==> config.mk <==
export PLATFORM = sky130hd
export DESIGN_NAME = data_island_scheduler
export DESIGN_NICKNAME = d
export VERILOG_FILES = /design/src/rtl/hdmi_island_pkg.sv /design/src/rtl/fixed_priority_arbiter.sv /design/src/rtl/data_island_scheduler.sv
export SDC_FILE = /design/constraint.sdc
export NUM_CORES = 1
export LEC_CHECK = 0
export ABC_AREA = 0
export BUFFER_PORTS_ARGS = -buffer_cell sky130_fd_sc_hd__buf_4
export CORE_MARGIN = 10
export CORE_UTILIZATION = 48
export DETAILED_ROUTE_END_ITERATION = 16
export GPL_ROUTABILITY_DRIVEN = 0
export HOLD_SLACK_MARGIN = 0.03
export PLACE_DENSITY = 0.73
export REMOVE_ABC_BUFFERS = 1
export SETUP_SLACK_MARGIN = 0.4
export SLEW_MARGIN = 10
export SYNTH_ARGS = -nofsm -noshare
export SYNTH_HDL_FRONTEND = slang
export SYNTH_SLANG_ARGS = --single-unit
==> constraint.sdc <==
create_clock -name clk_pixel -period 2.1 [get_ports clk_pixel]
set_clock_uncertainty 0.2 [all_clocks]
set_input_delay 0.21 -clock clk_pixel [delete_from_list [all_inputs] [get_ports clk_pixel]]
set_output_delay 0.21 -clock clk_pixel [all_outputs]
set_load 0.03 [all_outputs]
==> src/rtl/hdmi_island_pkg.sv <==
// Shared state encoding and framing constants for the HDMI data-island scheduler.
package hdmi_island_pkg;

  typedef enum logic [2:0] {
    ST_IDLE,
    ST_PREAMBLE,
    ST_LEAD_GUARD,
    ST_PACKET,
    ST_TRAIL_GUARD,
    ST_GAP
  } island_state_t;

  localparam int PREAMBLE_LEN           = 8;
  localparam int GUARD_LEN              = 2;
  localparam int PACKET_LEN             = 32;
  localparam int MAX_PACKETS_PER_ISLAND = 18;

  localparam int ISLAND_MIN_LEN = PREAMBLE_LEN + 2 * GUARD_LEN + PACKET_LEN;
  // The counter-31 cycle itself, one more packet, and the trailing guard.
  localparam int CONTINUE_MIN   = 1 + PACKET_LEN + GUARD_LEN;

  // States in which active video is a timing violation.
  function automatic logic in_island(input island_state_t s);
    return s inside {ST_PREAMBLE, ST_LEAD_GUARD, ST_PACKET, ST_TRAIL_GUARD};
  endfunction

endpackage

==> src/rtl/fixed_priority_arbiter.sv <==
// Combinational fixed-priority arbiter: lowest set request index wins.
module fixed_priority_arbiter #(
  parameter int REQ_COUNT = 4,
  parameter int IDX_W     = (REQ_COUNT > 1) ? $clog2(REQ_COUNT) : 1
) (
  input  logic [REQ_COUNT-1:0] req,
  output logic [REQ_COUNT-1:0] grant,
  output logic [IDX_W-1:0]     index,
  output logic                 valid
);

  // NOTE: every combinational output gets a default first so no latch is inferred.
  always_comb begin
    grant = '0;
    index = '0;
    valid = 1'b0;
    // Scan from the top so the lowest set index is the one left standing.
    for (int i = REQ_COUNT - 1; i >= 0; i--) begin
      if (req[i]) begin
        grant    = '0;
        grant[i] = 1'b1;
        index    = IDX_W'(i);
        valid    = 1'b1;
      end
    end
  end

endmodule

==> src/rtl/data_island_scheduler.sv <==
// Schedules HDMI data islands inside blanking and hands packet slots to requesters.
module data_island_scheduler
  import hdmi_island_pkg::*;
#(
  parameter int  REQ_COUNT    = 4,
  parameter int  BLANK_WIDTH  = 12,
  parameter int  TAIL_RESERVE = 12,
  parameter int  ISLAND_GAP   = 12,
  localparam int IDX_W        = (REQ_COUNT > 1) ? $clog2(REQ_COUNT) : 1
) (
  input  logic                   clk_pixel,
  input  logic                   reset,
  input  logic                   video_data_period,
  input  logic [BLANK_WIDTH-1:0] blank_cycles_left,
  input  logic [REQ_COUNT-1:0]   req,
  output logic [REQ_COUNT-1:0]   grant,
  output logic [IDX_W-1:0]       packet_index,
  output logic                   packet_null,
  output logic                   packet_enable,
  output logic [4:0]             packet_pixel_counter,
  output logic                   data_island_preamble,
  output logic                   data_island_guard,
  output logic                   data_island_period,
  output logic                   overrun
);

  localparam int GAP_W   = (ISLAND_GAP > 1) ? $clog2(ISLAND_GAP) : 1;
  localparam int PHASE_W = (GAP_W > 5) ? GAP_W : 5;
  localparam int CMP_W   = BLANK_WIDTH + 1;

  localparam logic [CMP_W-1:0] ENTRY_MIN = CMP_W'(ISLAND_MIN_LEN + TAIL_RESERVE);
  // Continuation is decided at counter 30, when blank_cycles_left is one higher.
  localparam logic [CMP_W-1:0] CONT_MIN_AHEAD = CMP_W'(CONTINUE_MIN + TAIL_RESERVE + 1);

  localparam logic [PHASE_W-1:0] PRE_LAST      = PHASE_W'(PREAMBLE_LEN - 1);
  localparam logic [PHASE_W-1:0] GUARD_LAST    = PHASE_W'(GUARD_LEN - 1);
  localparam logic [PHASE_W-1:0] GUARD_PRELAST = PHASE_W'(GUARD_LEN - 2);
  localparam logic [PHASE_W-1:0] PKT_LAST      = PHASE_W'(PACKET_LEN - 1);
  localparam logic [PHASE_W-1:0] PKT_PRELAST   = PHASE_W'(PACKET_LEN - 2);
  localparam logic [PHASE_W-1:0] GAP_LAST      = PHASE_W'(ISLAND_GAP - 1);

  island_state_t        state, state_next;
  logic [PHASE_W-1:0]   cnt, cnt_next;
  logic                 continue_q;
  logic [4:0]           packets_in_island;
  logic [IDX_W-1:0]     pend_index;
  logic                 pend_null;

  logic [REQ_COUNT-1:0] arb_grant;
  logic [IDX_W-1:0]     arb_index;
  logic                 arb_valid;

  logic [CMP_W-1:0]     blank_ext;
  logic                 abort;
  logic                 cont_ok;
  logic                 boundary;

  logic [REQ_COUNT-1:0] grant_d;
  logic                 enable_d;
  logic                 preamble_d;
  logic                 guard_d;
  logic                 period_d;
  logic [4:0]           pixel_d;

  fixed_priority_arbiter #(
    .REQ_COUNT (REQ_COUNT),
    .IDX_W     (IDX_W)
  ) u_arbiter (
    .req   (req),
    .grant (arb_grant),
    .index (arb_index),
    .valid (arb_valid)
  );

  assign blank_ext = {1'b0, blank_cycles_left};
  assign abort     = video_data_period && in_island(state);

  // Evaluated one cycle early so grant/packet_enable can be registered onto counter 31.
  assign cont_ok = (state == ST_PACKET) && (cnt == PKT_PRELAST) && (|req) &&
                   (packets_in_island < 5'(MAX_PACKETS_PER_ISLAND)) &&
                   (blank_ext >= CONT_MIN_AHEAD) && !abort;

  assign boundary = !abort &&
                    (((state == ST_LEAD_GUARD) && (cnt == GUARD_PRELAST)) || cont_ok);

  // NOTE: sequential state uses non-blocking assignments so all registers see pre-edge values.
  always_ff @(posedge clk_pixel) begin
    if (reset) begin
      state      <= ST_IDLE;
      cnt        <= '0;
      continue_q <= 1'b0;
    end else begin
      state      <= state_next;
      cnt        <= cnt_next;
      continue_q <= cont_ok;
    end
  end

  always_comb begin
    state_next = state;
    cnt_next   = cnt + 1'b1;
    case (state)
      ST_IDLE: begin
        cnt_next = '0;
        if (!video_data_period && (|req) && (blank_ext >= ENTRY_MIN))
          state_next = ST_PREAMBLE;
      end
      ST_PREAMBLE: begin
        if (cnt == PRE_LAST) begin
          state_next = ST_LEAD_GUARD;
          cnt_next   = '0;
        end
      end
      ST_LEAD_GUARD: begin
        if (cnt == GUARD_LAST) begin
          state_next = ST_PACKET;
          cnt_next   = '0;
        end
      end
      ST_PACKET: begin
        if (cnt == PKT_LAST) begin
          state_next = continue_q ? ST_PACKET : ST_TRAIL_GUARD;
          cnt_next   = '0;
        end
      end
      ST_TRAIL_GUARD: begin
        if (cnt == GUARD_LAST) begin
          state_next = ST_GAP;
          cnt_next   = '0;
        end
      end
      ST_GAP: begin
        if (cnt == GAP_LAST) begin
          state_next = ST_IDLE;
          cnt_next   = '0;
        end
      end
      default: begin
        state_next = ST_IDLE;
        cnt_next   = '0;
      end
    endcase
    if (abort) begin
      state_next = ST_IDLE;
      cnt_next   = '0;
    end
  end

  // Output values for the coming cycle, decoded from the next state.
  always_comb begin
    grant_d    = boundary ? arb_grant : '0;
    enable_d   = boundary;
    preamble_d = (state_next == ST_PREAMBLE);
    guard_d    = (state_next == ST_LEAD_GUARD) || (state_next == ST_TRAIL_GUARD);
    period_d   = (state_next == ST_PACKET);
    pixel_d    = period_d ? cnt_next[4:0] : 5'd0;
  end

  always_ff @(posedge clk_pixel) begin
    if (reset) begin
      grant                <= '0;
      packet_enable        <= 1'b0;
      data_island_preamble <= 1'b0;
      data_island_guard    <= 1'b0;
      data_island_period   <= 1'b0;
      packet_pixel_counter <= 5'd0;
      packet_index         <= '0;
      packet_null          <= 1'b0;
      overrun              <= 1'b0;
      pend_index           <= '0;
      pend_null            <= 1'b0;
      packets_in_island    <= 5'd0;
    end else begin
      grant                <= grant_d;
      packet_enable        <= enable_d;
      data_island_preamble <= preamble_d;
      data_island_guard    <= guard_d;
      data_island_period   <= period_d;
      packet_pixel_counter <= pixel_d;
      overrun              <= overrun | abort;

      if (boundary) begin
        pend_index <= arb_index;
        pend_null  <= !arb_valid;
      end

      // Packet owner becomes visible on counter 0, one cycle after the grant.
      if (packet_enable && (state_next == ST_PACKET)) begin
        packet_index <= pend_index;
        packet_null  <= pend_null;
      end else if (state_next != ST_PACKET) begin
        packet_null <= 1'b0;
      end

      if (state == ST_IDLE)
        packets_in_island <= 5'd0;
      else if (boundary)
        packets_in_island <= packets_in_island + 1'b1;
    end
  end

endmodule
Word level (Yosys, flattened, before mapping)
Cells that the tools add are included.
Word-level totals
  register bits after elaboration: 34
  bits in latches: 0
  bits in writable memories: 0
  bits in read-only memories: 0
  memories: 0
Cells by class
  $add $sub $neg: 2
  multipliers: 0
  divide/modulo/power cells: 0
  order comparisons: 3
  equal/unequal tests: 15
  shifts and indexed selects: 0
  mux-type cells: 29
  bitwise logic cells: 3
  reduce and logical (&&, ||, !) cells: 28
Operators by type and width (number)
  $mux W3: 9
  $mux W5: 5
  $ge A12 B6 Y1 const B: 2
  $pmux W5 S4: 1
  $pmux W3 S6: 1
  $eq A3 B2 Y1 const B: 4
  $logic_and A1 B1 Y1: 11
  $add A5 B1 Y5 const B: 2
  $eq A5 B5 Y1 const B: 2
  $mux W2: 5
  $eq A3 B3 Y1 const B: 3
  $reduce_or A2 Y1: 4
  $reduce_or A4 Y1: 2
  $mux W1: 7
  $eq A3 B1 Y1 const B: 2
  $eq A5 B1 Y1 const B: 1
  $eq A5 B3 Y1 const B: 1
  $eq A5 B4 Y1 const B: 1
  $logic_not A5 Y1: 1
  $lt A5 B5 Y1 const B: 1
  $reduce_or A5 Y1: 1
  $mux W4: 1
  $reduce_bool A4 Y1: 1
  $logic_not A1 Y1: 3
  7 further kinds: 9

Longest topological paths before layout
  depth in word-level cells: 10
  depth in mapped cells: 8

By module
A second synthesis with hierarchy kept.
Unflattened totals
  cells, all modules: 193
  area, all modules: 1669.1 µm²
Modules (own cells, without submodules)
  data_island_scheduler: instances 1, cells an instance 182, area an instance 1607.8 µm²
  fixed_priority_arbiter: instances 1, cells an instance 11, area an instance 61.3 µm²

Worst setup path after synthesis
Ideal clock, no wire load.
  path kind: reg-to-reg
  start point: reg cnt[0]
  end point: reg packet_pixel_counter[3]
  setup time: 0.135 ns
  arrival time: 1.758 ns
  data required time: 1.765 ns
  setup slack: 0.007 ns
  cell stages (with the launch flop): 7
  buffers on the path: 0
  period minus slack after synthesis: 2.093 ns
  cell sequence: dfxtp_1 -> ha_1 -> or3b_1 -> a2111oi_0 -> o32ai_1 -> o21ai_1 -> nor3_1
Between the ends
  cells in the longest elaborated chain, start to end: 7
  elaborated cells on any way between the ends: 21
Ends and longest elaborated chain
  from (decl): RTL line data_island_scheduler.sv:43  | logic [PHASE_W-1:0] cnt, cnt_next;
  from (signal assigned): RTL line data_island_scheduler.sv:94  | cnt <= cnt_next;
  $eq A5 B4 Y1 (tied with other cells): RTL line data_island_scheduler.sv:133  | if (cnt == GAP_LAST) begin
  $mux W3, on equally long branches
  $pmux W3 S6: RTL line data_island_scheduler.sv:102  | case (state)
  $mux W3: RTL line data_island_scheduler.sv:143  | if (abort) begin
  $eq A3 B2 Y1: RTL line data_island_scheduler.sv:155  | period_d = (state_next == ST_PACKET);
  $not A1 Y1 (no source line)
  $reduce_or A2 Y1 (no source line)
  to (signal assigned): RTL line data_island_scheduler.sv:179  | packet_pixel_counter <= pixel_d;
  to (decl): RTL line data_island_scheduler.sv:20  | output logic [4:0] packet_pixel_counter,
Parallel ways exist; a longest one is shown, timed or not.
A chain may end at the register's enable or synchronous reset.

Final worst setup path
  start point: reg state[1]
  end point: reg packets_in_island[2]
Between the ends
  cells in the longest elaborated chain, start to end: 8
  elaborated cells on any way between the ends: 17
Ends and longest elaborated chain
  from (decl): RTL line data_island_scheduler.sv:42  | island_state_t state, state_next;
  from (signal assigned): RTL line data_island_scheduler.sv:93  | state <= state_next;
  $eq A3 B2 Y1: RTL line hdmi_island_pkg.sv:24, data_island_scheduler.sv:79
  $logic_and A1 B1 Y1 (3 in series): RTL line data_island_scheduler.sv:79  | assign cont_ok = (state == ST_PACKET) && (cnt == PKT_PRELAST) && (|req) &&
  $logic_and A1 B1 Y1: RTL line data_island_scheduler.sv:80  | (packets_in_island < 5'(MAX_PACKETS_PER_ISLAND)) &&
  $logic_and A1 B1 Y1: RTL line data_island_scheduler.sv:81  | (blank_ext >= CONT_MIN_AHEAD) && !abort;
  $logic_or A1 B1 Y1: RTL line data_island_scheduler.sv:84  | (((state == ST_LEAD_GUARD) && (cnt == GUARD_PRELAST)) || cont_ok);
  $logic_and A1 B1 Y1: RTL line data_island_scheduler.sv:83  | assign boundary = !abort &&
  to (signal assigned): RTL line data_island_scheduler.sv:198  | packets_in_island <= packets_in_island + 1'b1;
  to (decl): RTL line data_island_scheduler.sv:45  | logic [4:0] packets_in_island;
Parallel ways exist; a longest one is shown, timed or not.

==> metrics.csv <==
stage,metric,value,unit
synth,avgSynthCellArea,8.725,um2
grt,grtUsageTotal,0.1801,
finish,seq_area,700.7,um2
route,via_per_inst,5.750,
timing,setup_viol,14,
route,vias,1817,
synth,synth_area_leaders,"dfxtp_1, ha_1, nor2_1",
clock_tree,cts_buffers,5,
power_and_ir_drop,power.internal,0.8774,mW
grt,first_global_vias,1833,
setup_path,start_kind,flip-flop,
power_and_ir_drop,switching_share,0.2582,
synth,yosysTopAreaCellShare,0.4150,
placed_design,dpl_cell_area,2130,um2
setup_path,criticalPathCategory,reg2reg,
power_and_ir_drop,leakagePower,1.098,nW
synth,synth_top_area_cell,dfxtp_1,
finish,diodes,0,
synth,synth_area,1640,um2
grt,antenna_found_initial,0,
timing,slew_headroom,0.5480,
synth,synth_flop_cell,dfxtp_1,
timing,period_minus_slack,2.216,ns
route,drt_wl_total,5.966,mm
power_and_ir_drop,ir_worst_vdd,0.0004812,V
placed_design,place_inst,288,
timing,slew_violations,0,
power_and_ir_drop,clockPowerShare,0.328,
clock_tree,clk_pin_slew_worst_paths,0.11,ns
setup_path,end_kind,flip-flop,
clock_tree,clock_latency,0.35,ns
timing,fin_tns_setup,-0.9914,ns
floorplan,rows,21,
floorplan,die_area,6156,um2
grt,grt_overflow,0,
flow_run,max_cap_violations,0,
route,drc,0,
placed_design,place_hpwl,3.408,mm
finish,multi_input_area,1177,um2
synth,yosysSeqAreaShare,0.4150,
synth,ys.warnings.count,0,
finish,layout_commonest_cell,buf_4,
finish,fin_cells,316,
setup_path,worstPathArrival,2.30,ns
clock_tree,cts_tree,built,
setup_path,cp_max_fo,6,
floorplan,die_w,78.46,um
run_status,outcome,"complete, but fails checks",
clock_tree,cts_buffer_depth,2,
synth,synth-edff-count,0,
power_and_ir_drop,p_seq_frac,0.549,
power_and_ir_drop,p_comb_frac,0.123,
grt,grt_pass1_wl,8.921,mm
synth,syn_inst,188,
finish,layout_common_cells,"buf_4, dfxtp_1, nor2_1",
finish,drive_above_1_share,0.4963,
route,wl_per_cell,18.88,um
clock_tree,htree_num_levels,2,
floorplan,ioPinCount,36,
finish,syn_to_final_growth,66.44,%
clock_tree,cts-root-buf,clkbuf_4,
timing,tightest_slew,0.6757,ns
run_status,violations,negative setup slack,
timing,post-route-worst-setup-slack,-0.1161,ns
setup_path,crit_required,2.19,ns
route,antenna_left,0,
power_and_ir_drop,switching_power,0.3055,mW
route,drt_iter0_markers,160,
timing,fmax,451.2,MHz
synth,synth.distinct_cells,47,
synth,ys_ff_latch,34,
floorplan,fp.coreArea,3311,um2
power_and_ir_drop,power,1.183,mW
placed_design,port_buffers,32,
finish,nets,294,
route,firstDrtPassIters,5,
floorplan,initial_utilization,0.4955,
floorplan,die_y,78.46,um
hold_path,holdCritPathClass,in2reg,
timing,rsz0062_at_grt,yes,
grt,grt_max_degree,12,
synth,async_flop_share,0,
finish,final_area,2730,um2
power_and_ir_drop,power_per_cell_area,433.3,nW/um2
finish,n_fill_cell,201,
timing,finalHoldViolCount,0,
timing,post-route-period-util,1.055,
timing,hold_ws,0.05425,ns
clock_tree,cts_sinks,34,
==> state kept, by name (all words and copies together), names as in the netlist <==
register / count
state: 3
packet_pixel_counter: 5
cnt: 5
data_island_preamble: 1
pend_index: 2
data_island_period: 1
continue_q: 1
pend_null: 1
packet_enable: 1
packets_in_island: 5
data_island_guard: 1
packet_null: 1
packet_index: 2
overrun: 1
grant: 4
==> cell usage after synthesis, drive strengths merged, types with 4 or more instances <==
library cell	number
dfxtp	34
nor2	18
nand2	11
inv	10
nor3	10
a21oi	8
nand3	8
clkbuf	6
ha	6
nor4	6
o21ai	6
mux2i	5
buf	4
nor4b	4
or4	4
==> final timing paths <==
kind	start	to	slack [ns]	cells past startpoint
min	req[3]	pend_index[1]	0.05	4
max	state[1]	packets_in_island[2]	-0.12	6
max reg2reg	state[1]	packets_in_island[2]	-0.12	6
min reg2reg	overrun	overrun	0.29	2
==> worst max-delay path: stages (launching register included) <==
cell and delay (ns):
dfxtp_1 0.46, nand3b_1 0.21, nor4_4 0.35, a22oi_2 0.15
buf_6 0.16, or4_4 0.48, a21oi_2 0.15
==> through the flow <==
stage                 util  worst slack [ns]
floorplan                -         -0.001139
global placement    0.6432          -0.08716
detailed placement  0.6432           -0.1509
CTS                 0.7853          -0.03272
global route        0.8246           -0.1986
finish              0.8246           -0.1161
==> cells by family after synthesis <==
logic type,count (synthesis),synth area share
simple gates,87,0.3028
compound gates,34,0.1457
flops,34,0.4149
buf+inv,21,0.05492
fa+ha+maj,6,0.04577
mux,5,0.03051
xor+xnor,1,0.005340
==> power groups by stage <==
| stage | registers [mW] | clock network [mW] | logic (mW) |
|---|---|---|---|
| finish | 0.649 | 0.388 | 0.145 |
| global route | 0.650 | 0.421 | 0.153 |
| CTS | 0.650 | 0.384 | 0.130 |
| detailed placement | 0.668 | 0 | 0.102 |
| global placement | 0.668 | 0 | 0.0975 |
| floorplan | 0.674 | 0 | 0.0333 |
==> final cells by class <==
type                            instances  area share
Multi-Input combinational cell        134      0.4313
Timing Repair Buffer                   83      0.2530
Sequential cell                        34      0.2566
Clock buffer                            7     0.02016
Inverter                               11     0.01604
Tap cell                               46     0.02108
Clock inverter                          1    0.001833
==> repair_timing <==
action / in CTS / in global routing
setup endpoints to repair: 32 / 34
cloned: 1 / 0
hold buffers: 6 / 0
setup buffers: 13 / 0
resized for setup: 54 / 27
pin swaps: 23 / 10
hold endpoints to repair: 12 / 0
==> layer usage <==
metal	share of wire	track usage	up-vias
li1	-	-	846
met1	0.39	0.1921	868
met2	0.51	0.3166	87
met3	0.071	0.05125	16
met4	0.027	0.09140	0
met5	0	0	-
(Power assumes the default switching activity.)
